**src/rtl/reg_file_pkg.sv**
```systemverilog
// reg_file_pkg: shared definitions for the reg_file8 register file.
//   DEFAULT_DATA_WIDTH - default register width in bits
//   DEFAULT_ADDR_WIDTH - default address width
//   NUM_REGS           - number of entries for the default address width
//   clr_state_e        - clear sequencer states (ST_IDLE, ST_CLEAR)
package reg_file_pkg;

  localparam int unsigned DEFAULT_DATA_WIDTH = 16;
  localparam int unsigned DEFAULT_ADDR_WIDTH = 3;
  localparam int unsigned NUM_REGS           = 2 ** DEFAULT_ADDR_WIDTH;

  typedef enum logic [0:0] {
    ST_IDLE,
    ST_CLEAR
  } clr_state_e;

endpackage

```
**src/rtl/reg_file_clear_ctrl.sv**
```systemverilog
// reg_file_clear_ctrl: sequencer that zeroes the register file one entry per cycle.
//   clk      - rising-edge clock
//   rst_n    - asynchronous active-low reset
//   clr_req  - clear request (pulse or level); ignored while a clear is running
//   busy     - clear sequence in progress
//   clr_en   - zero the entry at clr_addr on this edge
//   clr_addr - entry being cleared
module reg_file_clear_ctrl
  import reg_file_pkg::*;
#(
  parameter int unsigned ADDR_WIDTH = DEFAULT_ADDR_WIDTH
) (
  input  logic                  clk,
  input  logic                  rst_n,
  input  logic                  clr_req,
  output logic                  busy,
  output logic                  clr_en,
  output logic [ADDR_WIDTH-1:0] clr_addr
);

  clr_state_e            state_q;
  logic [ADDR_WIDTH-1:0] cnt_q;

  always_ff @(posedge clk or negedge rst_n) begin
    if (!rst_n) begin
      state_q <= ST_IDLE;
      cnt_q   <= '0;
    end else begin
      unique case (state_q)
        ST_IDLE: begin
          if (clr_req) begin
            state_q <= ST_CLEAR;
            cnt_q   <= '0;
          end
        end
        ST_CLEAR: begin
          // Counter wraps to 0 by itself after the last entry.
          cnt_q <= cnt_q + 1'b1;
          if (cnt_q == '1) begin
            state_q <= ST_IDLE;
          end
        end
        default: begin
          state_q <= ST_IDLE;
          cnt_q   <= '0;
        end
      endcase
    end
  end

  assign busy     = (state_q == ST_CLEAR);
  assign clr_en   = (state_q == ST_CLEAR);
  assign clr_addr = cnt_q;

endmodule

```
**src/rtl/reg_file8.sv**
```systemverilog
// reg_file8: eight-entry register file, entry 0 hardwired to zero, two combinational
// read ports, one write port and a sequenced clear.
//   clk      - rising-edge clock
//   rst_n    - asynchronous active-low reset
//   ra0/ra1  - read addresses; rd0/rd1 - read data (combinational)
//   wa/wd/we - write address, data and enable (dropped while busy or wa == 0)
//   clr_req  - start a clear of all entries; busy - clear in progress
// Optional feature: define BYPASS_EN for write-through forwarding onto the read ports.
module reg_file8
  import reg_file_pkg::*;
#(
  parameter int unsigned DATA_WIDTH = DEFAULT_DATA_WIDTH,
  parameter int unsigned ADDR_WIDTH = DEFAULT_ADDR_WIDTH
) (
  input  logic                  clk,
  input  logic                  rst_n,
  input  logic [ADDR_WIDTH-1:0] ra0,
  input  logic [ADDR_WIDTH-1:0] ra1,
  output logic [DATA_WIDTH-1:0] rd0,
  output logic [DATA_WIDTH-1:0] rd1,
  input  logic [ADDR_WIDTH-1:0] wa,
  input  logic [DATA_WIDTH-1:0] wd,
  input  logic                  we,
  input  logic                  clr_req,
  output logic                  busy
);

  localparam int unsigned NumEntries = 2 ** ADDR_WIDTH;

  logic [DATA_WIDTH-1:0] regs_q [NumEntries];
  logic                  clr_en;
  logic [ADDR_WIDTH-1:0] clr_addr;
  logic                  wr_fire;

  reg_file_clear_ctrl #(
    .ADDR_WIDTH(ADDR_WIDTH)
  ) u_clear_ctrl (
    .clk     (clk),
    .rst_n   (rst_n),
    .clr_req (clr_req),
    .busy    (busy),
    .clr_en  (clr_en),
    .clr_addr(clr_addr)
  );

  // Writes to entry 0 are discarded so it always holds zero.
  assign wr_fire = we && !busy && (wa != '0);

  always_ff @(posedge clk or negedge rst_n) begin
    if (!rst_n) begin
      for (int i = 0; i < NumEntries; i++) begin
        regs_q[i] <= '0;
      end
    end else if (clr_en) begin
      regs_q[clr_addr] <= '0;
    end else if (wr_fire) begin
      regs_q[wa] <= wd;
    end
  end

  always_comb begin
    rd0 = (ra0 == '0) ? '0 : regs_q[ra0];
    rd1 = (ra1 == '0) ? '0 : regs_q[ra1];
`ifdef BYPASS_EN
    // Forward the in-flight write so readers see it in the same cycle.
    if (wr_fire && (ra0 == wa)) rd0 = wd;
    if (wr_fire && (ra1 == wa)) rd1 = wd;
`endif
  end

endmodule

```
**config.mk**
```make
export PLATFORM = sky130hd
export DESIGN_NAME = reg_file8
export DESIGN_NICKNAME = d
export VERILOG_FILES = /design/src/rtl/reg_file_pkg.sv /design/src/rtl/reg_file_clear_ctrl.sv /design/src/rtl/reg_file8.sv
export SDC_FILE = /design/constraint.sdc
export NUM_CORES = 1
export LEC_CHECK = 0
export BUFFER_PORTS_ARGS = -buffer_cell sky130_fd_sc_hd__buf_2
export CAP_MARGIN = 15
export CORE_AREA = 2 2 128 130
export CTS_CLUSTER_SIZE = 30
export DETAILED_ROUTE_END_ITERATION = 12
export DIE_AREA = 0 0 130 132
export PLACE_DENSITY = 0.65
export REMOVE_ABC_BUFFERS = 1
export SLEW_MARGIN = 20
export SYNTH_ARGS = -nofsm -noshare
export SYNTH_HDL_FRONTEND = slang
export SYNTH_SLANG_ARGS = --single-unit
export TNS_END_PERCENT = 5
```
**constraint.sdc**
```tcl
create_clock -name clk -period 1.54 [get_ports clk]
set_input_delay 0.308 -clock clk [delete_from_list [all_inputs] [get_ports clk]]
set_output_delay 0.308 -clock clk [all_outputs]
set_load 0.01 [all_outputs]
```
==> out/metrics.csv, run 1 <==
stage,metric,value,unit
run_status,status,"finished, violations left",
run_status,violated checks,setup timing,
drt,DR top layer,met4,
clocking,TritonCTS buffer count,17,
timing,Slew headroom,72.3,%
clocking,Clock Sinks,116,
drt,metal3 WL,1610,um
setup_path,CP max FO,3,
place,placed insts,934,
die,Rows,46,
place,pre-CTS setup slack,-0.446,ns
die,Initial Util,44.7,%
finish,area taken by multi-input logic gates,0.00414,sq mm
drt,via density per instance,6.02,
synth,fraction of registers with async set/reset,100,%
synth,"flops & latches, synth",116,
synth,Synth area leaders,"dfrtp_1 (41%), mux2i_1 (21%), mux2_1 (9.9%), o2bb2ai_1 (6.0%), a221oi_1 (5.6%)",
power_and_ir_drop,Tot Pwr,0.0164,W
setup_path,Critical-path top delay cell,dfrtp_1,
place,Final HPWL DP,14600,um
setup_path,critical path class,reg2out,
clocking,maximum buffer depth of the clock tree,2,
worst_hold_path,hold path endpoint,u_clear_ctrl.clr_addr[2]$_DFFE_PN0P_,
global_route,initial antenna violation count,0,
finish,synthesis-to-layout area growth,31.9,%
drt,metal2 WL,10700,um
place,GPL Wtd Cong,0.897,
synth,predominant post-synthesis flop cell,dfrtp_1,
die,die height,132,um
power_and_ir_drop,pwr/cell area,1770,mW/mm^2
drt,drt wl/cell,23.3,um
clocking,TritonCTS clock tree,done,
setup_path,"delay-heaviest family, CP",flip-flops,
worst_hold_path,HP Start,clr_req,
timing,slack of the critical path,-0.412,ns
setup_path,Worst R2R End,regs_q[22]$_DFFE_PN0P_,
power_and_ir_drop,Worst VDD drop,0.000929,V
global_route,vias in the first global route,6116,
synth,"EDFF count, synth",0,
timing,RSZ-0062 raised after global routing,true,
timing,fmax,512,MHz
power_and_ir_drop,Leakage Power,4.78,nW
place,I/O Buffers,61,
setup_path,R2R cell count,4,
synth,post-synthesis sequential area ratio,41.3,%
die,full die area,0.0172,sq mm
run,max-cap viol count,0,
timing,final hold violation count,0,
die,core box area,0.0157,sq mm
setup_path,Startpoint Class,flop,
setup_path,worst path bufs/invs,1,
synth,Synth cell types,37,
timing,worst-margin pin slew,0.415,ns
synth,Yosys warnings,0,
place,Placed Area,0.00809,sq mm
finish,share of cells above drive strength 1,35.5,%
synth,Mapped Cells,633,
setup_path,crit path cell chain,mux2_1 -> a221oi_2 -> nor2_1 -> buf_2,
drt,DRT iter0 DRCs,470,
drt,routed vias,5894,
die,Die Width,130,um
global_route,total global routing overflow,0,
finish,FF/Latch Area,0.00290,sq mm
synth,leading area contributor after synthesis,dfrtp_1,
synth,top cell type's share of synthesized area,41.3,%
timing,Final period util,127,%
setup_path,beginning of the worst register-to-register path,u_clear_ctrl.busy$_DFF_PN0_,
clocking,clock root buffer,clkbuf_16,
finish,Layout Cells excl Fill,979,
finish,diodes inserted,0,
finish,NumNets Final,781,
setup_path,Crit. End Element,primary output,
timing,clock skew,0.00519,ns
worst_hold_path,Hold Path Depth,2,
drt,Residual DRC,0,
finish,design area,0.00928,sq mm
setup_path,data required time of the worst path,1.23,ns
die,io pins,62,
global_route,first-pass GRT wire length,34900,um
drt,DRT Pass-1 Iters,7,
clocking,H-tree depth,4,
timing,final critical-path required period,1.95,ns
clocking,worst-skew pair later-pin latency,0.42,ns
setup_path,Slowest Stage Delay on Critical Path,0.43,ns
synth,post-synth design cell area,0.00703,sq mm
setup_path,internal reg-to-reg setup slack,0.08,ns
drt,drt total wl,22800,um
timing,Final Setup Violations,32,
worst_hold_path,hold crit path type,in2reg,
setup_path,CP arrival,1.64,ns
drt,wire length on met1,9870,um
finish,fill count,1252,
synth,post-synthesis average cell area,11.1,sq um
global_route,GR Util All Layers,27.1,%
drt,ANT nets after route,0,
timing,"Slew Viols, Final",0,
global_route,largest net degree at the start of global routing,51,
clocking,Clock Pin Slew Worst Setup and Hold Paths,0.05,ns
## where the power goes
| group | switching [W] | internal [W] | total, W | leakage (nW) |
|---|---|---|---|---|
| clock | 0.00141 | 0.00282 | 0.00423 | 0.310 |
| combinational | 0.00333 | 0.00324 | 0.00657 | 2.89 |
| sequential | 0.00125 | 0.00434 | 0.00559 | 1.58 |
| total | 0.00599 | 0.0104 | 0.0164 | 4.78 |
## per-stage QoR
| stage | utilization (%) | setup TNS (ns) | hold slack [ns] |
|---|---|---|---|
| final | 59.0 | -10.75 | 0.108 |
| after global routing | 59.0 | -12.41 | 0.107 |
| after CTS | 58.0 | -11.09 | 0.0970 |
| after detailed placement | 51.5 | -12.58 | 0.234 |
| after global placement | 51.5 | -12.37 | 0.225 |
| after floorplan | - | -87.97 | 0.0124 |
## worst max path at each step
stage                                           start                     end  slack [ns]  depth (start not counted)
after floorplan           u_clear_ctrl.busy$_DFF_PN0_  regs_q[80]$_DFFE_PN0P_       -0.91                          3
after global placement                         ra0[1]                 rd0[13]       -0.45                          5
after detailed placement                       ra0[1]                  rd0[6]       -0.45                          6
after CTS                     regs_q[102]$_DFFE_PN0P_                  rd0[6]       -0.39                          4
after global routing          regs_q[103]$_DFFE_PN0P_                  rd0[7]       -0.42                          4
final                          regs_q[96]$_DFFE_PN0P_                  rd0[0]       -0.41                          4
## final cells by class
cell class                 count  area share, %
multi-input combinational    436           44.6
tap                          216           2.91
timing repair buffer         158           13.6
inverter                      21          0.850
clock buffer                  22           5.11
sequential                   116           31.3
clock inverter                10           1.65
## cells in the mapped netlist, types with 3 or more instances
| master | number |
|---|---|
| a21oi_1 | 3 |
| a221oi_1 | 45 |
| buf_2 | 26 |
| buf_4 | 12 |
| buf_6 | 7 |
| clkbuf_1 | 13 |
| dfrtp_1 | 116 |
| inv_1 | 19 |
| mux2_1 | 62 |
| mux2i_1 | 144 |
| nand2_1 | 70 |
| nand4bb_1 | 3 |
| nor2_1 | 17 |
| o22ai_1 | 16 |
| o2bb2ai_1 | 48 |
## sequential cells by signal, summed over array words and instances, names as in the netlist
| name | count |
|---|---|
| u_clear_ctrl.clr_addr | 3 |
| regs_q | 112 |
| u_clear_ctrl.busy | 1 |
## per-layer routing
layer	track usage, %	up-vias
li1	-	2619
met4	10.9	0
met2	42.0	274
met1	36.7	2947
met3	6.05	54
met5	0	-
## what timing repair did
item / in CTS / in global routing
hold buffers: 1 / 0
gates resized for setup: 68 / 20
endpoints found under the setup margin: 32 / 33
pin swaps: 12 / 11
setup buffers: 7 / 5
endpoints found under the hold margin: 20 / 0
## worst register-to-register path, delay by kind of cell (launching register included)
family / cells / cell delay (ns)
buffers and inverters: 1 / 0.21
flip-flops: 1 / 0.45
multiplexers: 1 / 0.23
AND/OR/NAND/NOR: 2 / 0.49
## cell usage in the layout (no fill, tap or decap), types with 3 or more instances in the layout
cell       count
a221oi_1       3
a221oi_2      36
a221oi_4       6
buf_12        16
buf_2         58
buf_4         79
buf_6          4
bufinv_16      4
clkbuf_16     17
clkbuf_8       3
clkinv_2       5
dfrtp_1      115
inv_1         19
mux2_1        39
mux2_2         5
mux2_4        20
mux2i_1      144
nand2_1       70
nand4bb_1      3
nor2_1        16
o22ai_1       14
o2bb2ai_1     48
## kinds of logic (layout without fill, tap and decap cells)
group | count (synthesis) | count (layout) | share of synthesized area, %
mux | 208 | 208 | 30.8
compound gates | 121 | 121 | 14.5
flops | 116 | 116 | 41.3
simple gates | 105 | 105 | 6.96
buf+inv | 81 | 211 | 6.18
fa+ha+maj | 2 | 2 | 0.356
Power figures use the tool's default switching activity.
==> run 2: changes to the inputs <==
--- a/config.mk
+++ b/config.mk
@@ -11,7 +11,7 @@
 export CTS_CLUSTER_SIZE = 30
 export DETAILED_ROUTE_END_ITERATION = 12
 export DIE_AREA = 0 0 130 132
-export PLACE_DENSITY = 0.65
+export PLACE_DENSITY = 0.75
 export REMOVE_ABC_BUFFERS = 1
 export SLEW_MARGIN = 20
 export SYNTH_ARGS = -nofsm -noshare
==> run 2 against run 1 <==
Effect of this change: the flow still finishes with violations (setup timing); worst setup slack lost 0.024 ns; clock power shrank 3%; design area shrank 1.8%; final cell count shrank 0.82%; critical path depth is the same; sequential share of layout area grew 0.57 points; global-route usage is essentially flat; maximum frequency shrank 1.2%; power shrank 1.1%; clock skew grew 0.00064 ns; sequential power grew 2%; wire length grew 0.38%; critical path type unchanged; largest cell class unchanged.
==> out/metrics.csv, run 2 (synthesized netlist as in run 1, its figures left out) <==
stage,metric,value,unit
worst_hold_path,hold crit path type,in2reg,
run,max-cap viol count,0,
timing,Slew headroom,73.0,%
drt,via density per instance,6.25,
worst_hold_path,Hold Path Depth,2,
clocking,maximum buffer depth of the clock tree,2,
place,Final HPWL DP,14700,um
drt,drt total wl,22900,um
finish,diodes inserted,0,
timing,final hold violation count,0,
drt,routed vias,6066,
clocking,clock root buffer,clkbuf_16,
finish,"Most flops, register",regs_q,
die,Rows,46,
power_and_ir_drop,Leakage Power,4.70,nW
global_route,vias in the first global route,6423,
clocking,Clock Pin Slew Worst Setup and Hold Paths,0.05,ns
drt,DRT iter0 DRCs,755,
clocking,TritonCTS clock tree,done,
finish,"commonest non-fill, non-tap cell in the layout",mux2i_1,
global_route,first-pass GRT wire length,35000,um
place,placed insts,927,
setup_path,CP arrival,1.67,ns
clocking,Clock Sinks,116,
finish,max reg flops,112,
drt,DRT Pass-1 Iters,5,
die,full die area,0.0172,sq mm
finish,synthesis-to-layout area growth,29.6,%
drt,Residual DRC,0,
timing,Final Setup Violations,33,
power_and_ir_drop,pwr/cell area,1780,mW/mm^2
place,GPL Wtd Cong,0.826,
setup_path,R2R cell count,4,
setup_path,critical path class,reg2out,
die,Initial Util,44.7,%
setup_path,CP max FO,3,
setup_path,Startpoint Class,flop,
finish,NumNets Final,773,
timing,slack of the critical path,-0.437,ns
timing,RSZ-0062 raised after global routing,true,
clocking,H-tree depth,4,
global_route,total global routing overflow,0,
run_status,status,"finished, violations left",
global_route,largest net degree at the start of global routing,49,
die,Die Width,130,um
die,core box area,0.0157,sq mm
power_and_ir_drop,Worst VDD drop,0.000981,V
timing,"Slew Viols, Final",0,
die,die height,132,um
timing,fmax,506,MHz
drt,drt wl/cell,23.6,um
timing,clock skew,0.00584,ns
setup_path,Crit. End Element,primary output,
run_status,violated checks,setup timing,
setup_path,data required time of the worst path,1.23,ns
finish,most frequent cells in the layout,"mux2i_1 (144), dfrtp_1 (115), buf_4 (72)",
finish,share of cells above drive strength 1,32.8,%
place,I/O Buffers,61,
finish,Layout Cells excl Fill,971,
global_route,initial antenna violation count,1,
timing,final critical-path required period,1.98,ns
clocking,TritonCTS buffer count,17,
timing,worst-margin pin slew,0.405,ns
drt,ANT nets after route,0,
global_route,GR Util All Layers,27.1,%
timing,Final period util,128,%
die,io pins,62,
clocking,worst-skew pair later-pin latency,0.43,ns
power_and_ir_drop,Tot Pwr,0.0162,W
-- run 2: changes by cell type in the layout (fill, tap and decap cells not counted), moves of 2 or more --
| cell | before | now |
|---|---|---|
| mux2_1 | 39 | 46 |
| nor2b_2 | 0 | 2 |
| o22ai_2 | 2 | 0 |
| a221oi_2 | 36 | 31 |
| mux2_4 | 20 | 15 |
| mux2_2 | 5 | 3 |
| buf_4 | 79 | 72 |
| a221oi_1 | 3 | 8 |
| o22ai_1 | 14 | 16 |
| nor2b_4 | 2 | 0 |
-- run 2: final cells by class --
type	instances	area, sq um
Tap cell	216	270
Inverter	21	78.8
Multi-Input combinational cell	436	4060
Timing Repair Buffer	150	1190
Sequential cell	116	2900
Clock inverter	10	128
Fill cell	1235	6600
Clock buffer	22	484
-- run 2: critical path, stage by stage, from the launching register on --
cell,delay [ns]
dfrtp_1,0.41
mux2_1,0.33
a221oi_2,0.27
nor2_1,0.08
buf_2,0.15
-- run 2: power breakdown --
part / leakage, nW / internal (W) / total, W / switching, W
clock network: 0.305 / 0.00269 / 0.00412 / 0.00143
logic: 2.82 / 0.00311 / 0.00640 / 0.00329
registers: 1.58 / 0.00434 / 0.00568 / 0.00135
-- run 2: path summary, 6_finish.rpt --
kind / from / endpoint / slack, ns
min reg2reg: regs_q[2]$_DFFE_PN0P_ / regs_q[2]$_DFFE_PN0P_ / 0.54
max: regs_q[100]$_DFFE_PN0P_ / rd0[4] / -0.44
min: clr_req / u_clear_ctrl.clr_addr[1]$_DFFE_PN0P_ / 0.11
max in group asynchronous: rst_n / u_clear_ctrl.busy$_DFF_PN0_ / 0.60
max reg2reg: u_clear_ctrl.busy$_DFF_PN0_ / regs_q[28]$_DFFE_PN0P_ / 0.10
min in group asynchronous: rst_n / regs_q[66]$_DFFE_PN0P_ / 0.34
-- run 2: what timing repair did --
action / in CTS / in global routing
hold buffers: 1 / 0
endpoints found under the setup margin: 33 / 33
pin swaps: 11 / 14
buffers inserted: 9 / 2
gates resized for setup: 48 / 25
hold endpoints to repair: 21 / 0
-- run 2: stage by stage --
stage	cell area, sq um	util [%]	setup TNS [ns]	hold WS (ns)	setup slack, ns
finish	9110	58.0	-12.05	0.109	-0.437
global route	9110	58.0	-13.53	0.117	-0.482
detailed placement	8020	51.0	-11.64	0.241	-0.473
global placement	8020	51.0	-11.16	0.231	-0.443
CTS	8980	57.2	-12.07	0.104	-0.405
floorplan	6680	-	-87.97	0.0124	-0.908
-- run 2: routing by layer --
| layer | share of wire [%] | vias up | track usage (%) |
|---|---|---|---|
| met5 | 0.057 | - | 0 |
| met4 | 3.5 | 2 | 10.9 |
| met3 | 7.6 | 77 | 6.37 |
| met2 | 49 | 341 | 45.9 |
| met1 | 40 | 3035 | 33.0 |
| li1 | - | 2611 | - |
==> run 3: changes to the inputs <==
--- a/config.mk
+++ b/config.mk
@@ -7,11 +7,13 @@
 export LEC_CHECK = 0
 export BUFFER_PORTS_ARGS = -buffer_cell sky130_fd_sc_hd__buf_2
 export CAP_MARGIN = 15
-export CORE_AREA = 2 2 128 130
+export CELL_PAD_IN_SITES_DETAIL_PLACEMENT = 1
+export CELL_PAD_IN_SITES_GLOBAL_PLACEMENT = 2
+export CORE_AREA = 2 2 143 145
 export CTS_CLUSTER_SIZE = 30
 export DETAILED_ROUTE_END_ITERATION = 12
-export DIE_AREA = 0 0 130 132
-export PLACE_DENSITY = 0.75
+export DIE_AREA = 0 0 145 147
+export PLACE_DENSITY = 0.85
 export REMOVE_ABC_BUFFERS = 1
 export SLEW_MARGIN = 20
 export SYNTH_ARGS = -nofsm -noshare
==> run 3 against run 2 <==
Effect of this change: the run still ends with setup timing left; critical endpoint is now rd0[10]; non-clock buffer count grew 6; first-iteration DRC count shrank 33%; power grew 3.0%; hold slack gained 0.0021 ns; die area grew 24%; clock power shrank 6.3%; flip-flop and latch count is the same; utilization shrank 11 points; sequential share of layout area shrank 1.0 points; final cell count grew 6.0%.
==> out/metrics.csv, run 3 (synthesized netlist as in run 1, its figures left out) <==
stage,metric,value,unit
run_status,status,"finished, violations left",
run_status,violated checks,setup timing,
power_and_ir_drop,Worst VDD drop,0.00149,V
finish,FF/Latch Area,0.00291,sq mm
global_route,initial antenna violation count,0,
drt,drt wl/cell,26.7,um
setup_path,Slowest Stage Delay on Critical Path,0.44,ns
timing,"Slew Viols, Final",0,
drt,via density per instance,5.96,
finish,NumNets Final,779,
setup_path,R2R cell count,4,
timing,slack of the critical path,-0.452,ns
timing,final critical-path required period,1.99,ns
die,Initial Util,35.4,%
worst_hold_path,hold path endpoint,u_clear_ctrl.clr_addr[2]$_DFFE_PN0P_,
finish,share of cells above drive strength 1,35.2,%
global_route,GR Util All Layers,25.9,%
finish,area taken by multi-input logic gates,0.00423,sq mm
finish,"Most flops, register",regs_q,
timing,Slew headroom,63.9,%
finish,most frequent cells in the layout,"mux2i_1 (143), dfrtp_1 (114), buf_4 (71)",
place,pre-CTS setup slack,-0.623,ns
drt,DRT Pass-1 Iters,6,
die,core box area,0.0198,sq mm
setup_path,CP arrival,1.68,ns
setup_path,Worst R2R End,regs_q[24]$_DFFE_PN0P_,
worst_hold_path,hold crit path type,in2reg,
clocking,Clock Pin Slew Worst Setup and Hold Paths,0.06,ns
clocking,worst-skew pair later-pin latency,0.43,ns
clocking,TritonCTS buffer count,17,
clocking,maximum buffer depth of the clock tree,2,
clocking,clock root buffer,clkbuf_16,
die,io pins,62,
clocking,H-tree depth,4,
setup_path,Crit. End Element,primary output,
timing,final hold violation count,0,
timing,worst-margin pin slew,0.541,ns
timing,Final period util,129,%
global_route,total global routing overflow,0,
timing,RSZ-0062 raised after global routing,true,
worst_hold_path,Hold Path Depth,2,
global_route,vias in the first global route,6847,
setup_path,crit path cell chain,mux2_4 -> a221oi_4 -> nor2_1 -> buf_2,
finish,max reg flops,112,
place,I/O Buffers,61,
drt,DRT iter0 DRCs,505,
setup_path,Critical-path top delay cell,dfrtp_1,
worst_hold_path,HP Start,clr_req,
setup_path,"delay-heaviest family, CP",flip-flops,
power_and_ir_drop,pwr/cell area,1770,mW/mm^2
global_route,first-pass GRT wire length,41500,um
setup_path,data required time of the worst path,1.23,ns
timing,fmax,502,MHz
power_and_ir_drop,Leakage Power,4.77,nW
finish,synthesis-to-layout area growth,33.9,%
timing,Final Setup Violations,32,
drt,ANT nets after route,0,
drt,routed vias,6137,
setup_path,beginning of the worst register-to-register path,u_clear_ctrl.busy$_DFF_PN0_,
die,full die area,0.0213,sq mm
setup_path,CP max FO,4,
setup_path,worst path bufs/invs,1,
clocking,TritonCTS clock tree,done,
finish,fill count,2078,
die,Rows,52,
timing,clock skew,0.0106,ns
place,Final HPWL DP,16300,um
drt,Residual DRC,0,
clocking,Clock Sinks,116,
setup_path,critical path class,reg2out,
finish,"commonest non-fill, non-tap cell in the layout",mux2i_1,
place,GPL Wtd Cong,0.813,
global_route,largest net degree at the start of global routing,83,
power_and_ir_drop,Tot Pwr,0.0167,W
run,max-cap viol count,0,
setup_path,Startpoint Class,flop,
die,die height,147,um
setup_path,internal reg-to-reg setup slack,0.04,ns
finish,diodes inserted,0,
drt,drt total wl,27500,um
die,Die Width,145,um
timing,final hold slack,0.111,ns
-- run 3: cell count changes in the layout (fill, tap and decap cells not counted), moves of 4 or more --
cell | before | now
a221oi_4 | 6 | 13
mux2_4 | 15 | 20
buf_12 | 15 | 21
a221oi_1 | 8 | 3
mux2_1 | 46 | 41
clkbuf_1 | 1 | 5
-- run 3: through the flow --
stage | utilization [%] | std cells | area [sq um] | TNS, ns
after floorplan | - | 573 | 6680 | -87.97
final | 47.4 | 1029 | 9410 | -11.94
after global routing | 47.4 | 1029 | 9410 | -13.43
after global placement | 41.1 | 980 | 8160 | -14.29
after CTS | 46.4 | 1023 | 9200 | -12.05
after detailed placement | 41.1 | 980 | 8160 | -14.24
-- run 3: worst max-delay path by stage --
stage / from / endpoint / slack (ns) / cells past startpoint
after floorplan: u_clear_ctrl.busy$_DFF_PN0_ / regs_q[80]$_DFFE_PN0P_ / -0.91 / 3
after global placement: ra1[1] / rd1[8] / -0.64 / 5
after detailed placement: ra1[1] / rd1[8] / -0.62 / 5
after CTS: regs_q[72]$_DFFE_PN0P_ / rd1[8] / -0.41 / 4
after global routing: regs_q[74]$_DFFE_PN0P_ / rd0[10] / -0.50 / 4
final: regs_q[74]$_DFFE_PN0P_ / rd0[10] / -0.45 / 4
-- run 3: what timing repair did --
item	4_1_cts	5_1_grt
hold buffers	1	0
resized for setup	77	28
endpoints found under the hold margin	116	0
cloned	0	0
pin swaps	16	17
setup endpoints to repair	32	47
setup buffers	12	6
-- run 3: report_power, final --
group          total (W)  switching (W)  internal [W]  leakage (nW)
combinational    0.00712        0.00376       0.00335          2.92
clock            0.00386        0.00142       0.00243         0.274
sequential       0.00572        0.00138       0.00434          1.58
total             0.0167        0.00656        0.0101          4.77
-- run 3: worst register-to-register path: cells and delay by family, from the launching register on --
kind | cells | cell delay (ns)
buffers and inverters | 1 | 0.21
and+or+nand+nor | 2 | 0.46
muxes | 1 | 0.27
DFF | 1 | 0.47
-- run 3: area by class of cell --
type | instances | area share [%]
multi-input cells | 436 | 45.0
flip-flops and latches | 116 | 30.9
repair buffers | 156 | 13.9
clock buffers | 24 | 5.01
well taps | 270 | 3.59
clock inverters | 6 | 0.851
inverters | 21 | 0.838
-- run 3: metal layers --
layer | share of wire [%] | vias to the layer above | global-route usage, %
met5 | 0 | - | 0
met4 | 3.6 | 0 | 10.3
met3 | 5.8 | 69 | 4.94
met2 | 49 | 254 | 44.2
met1 | 42 | 3198 | 32.5
li1 | - | 2616 | -
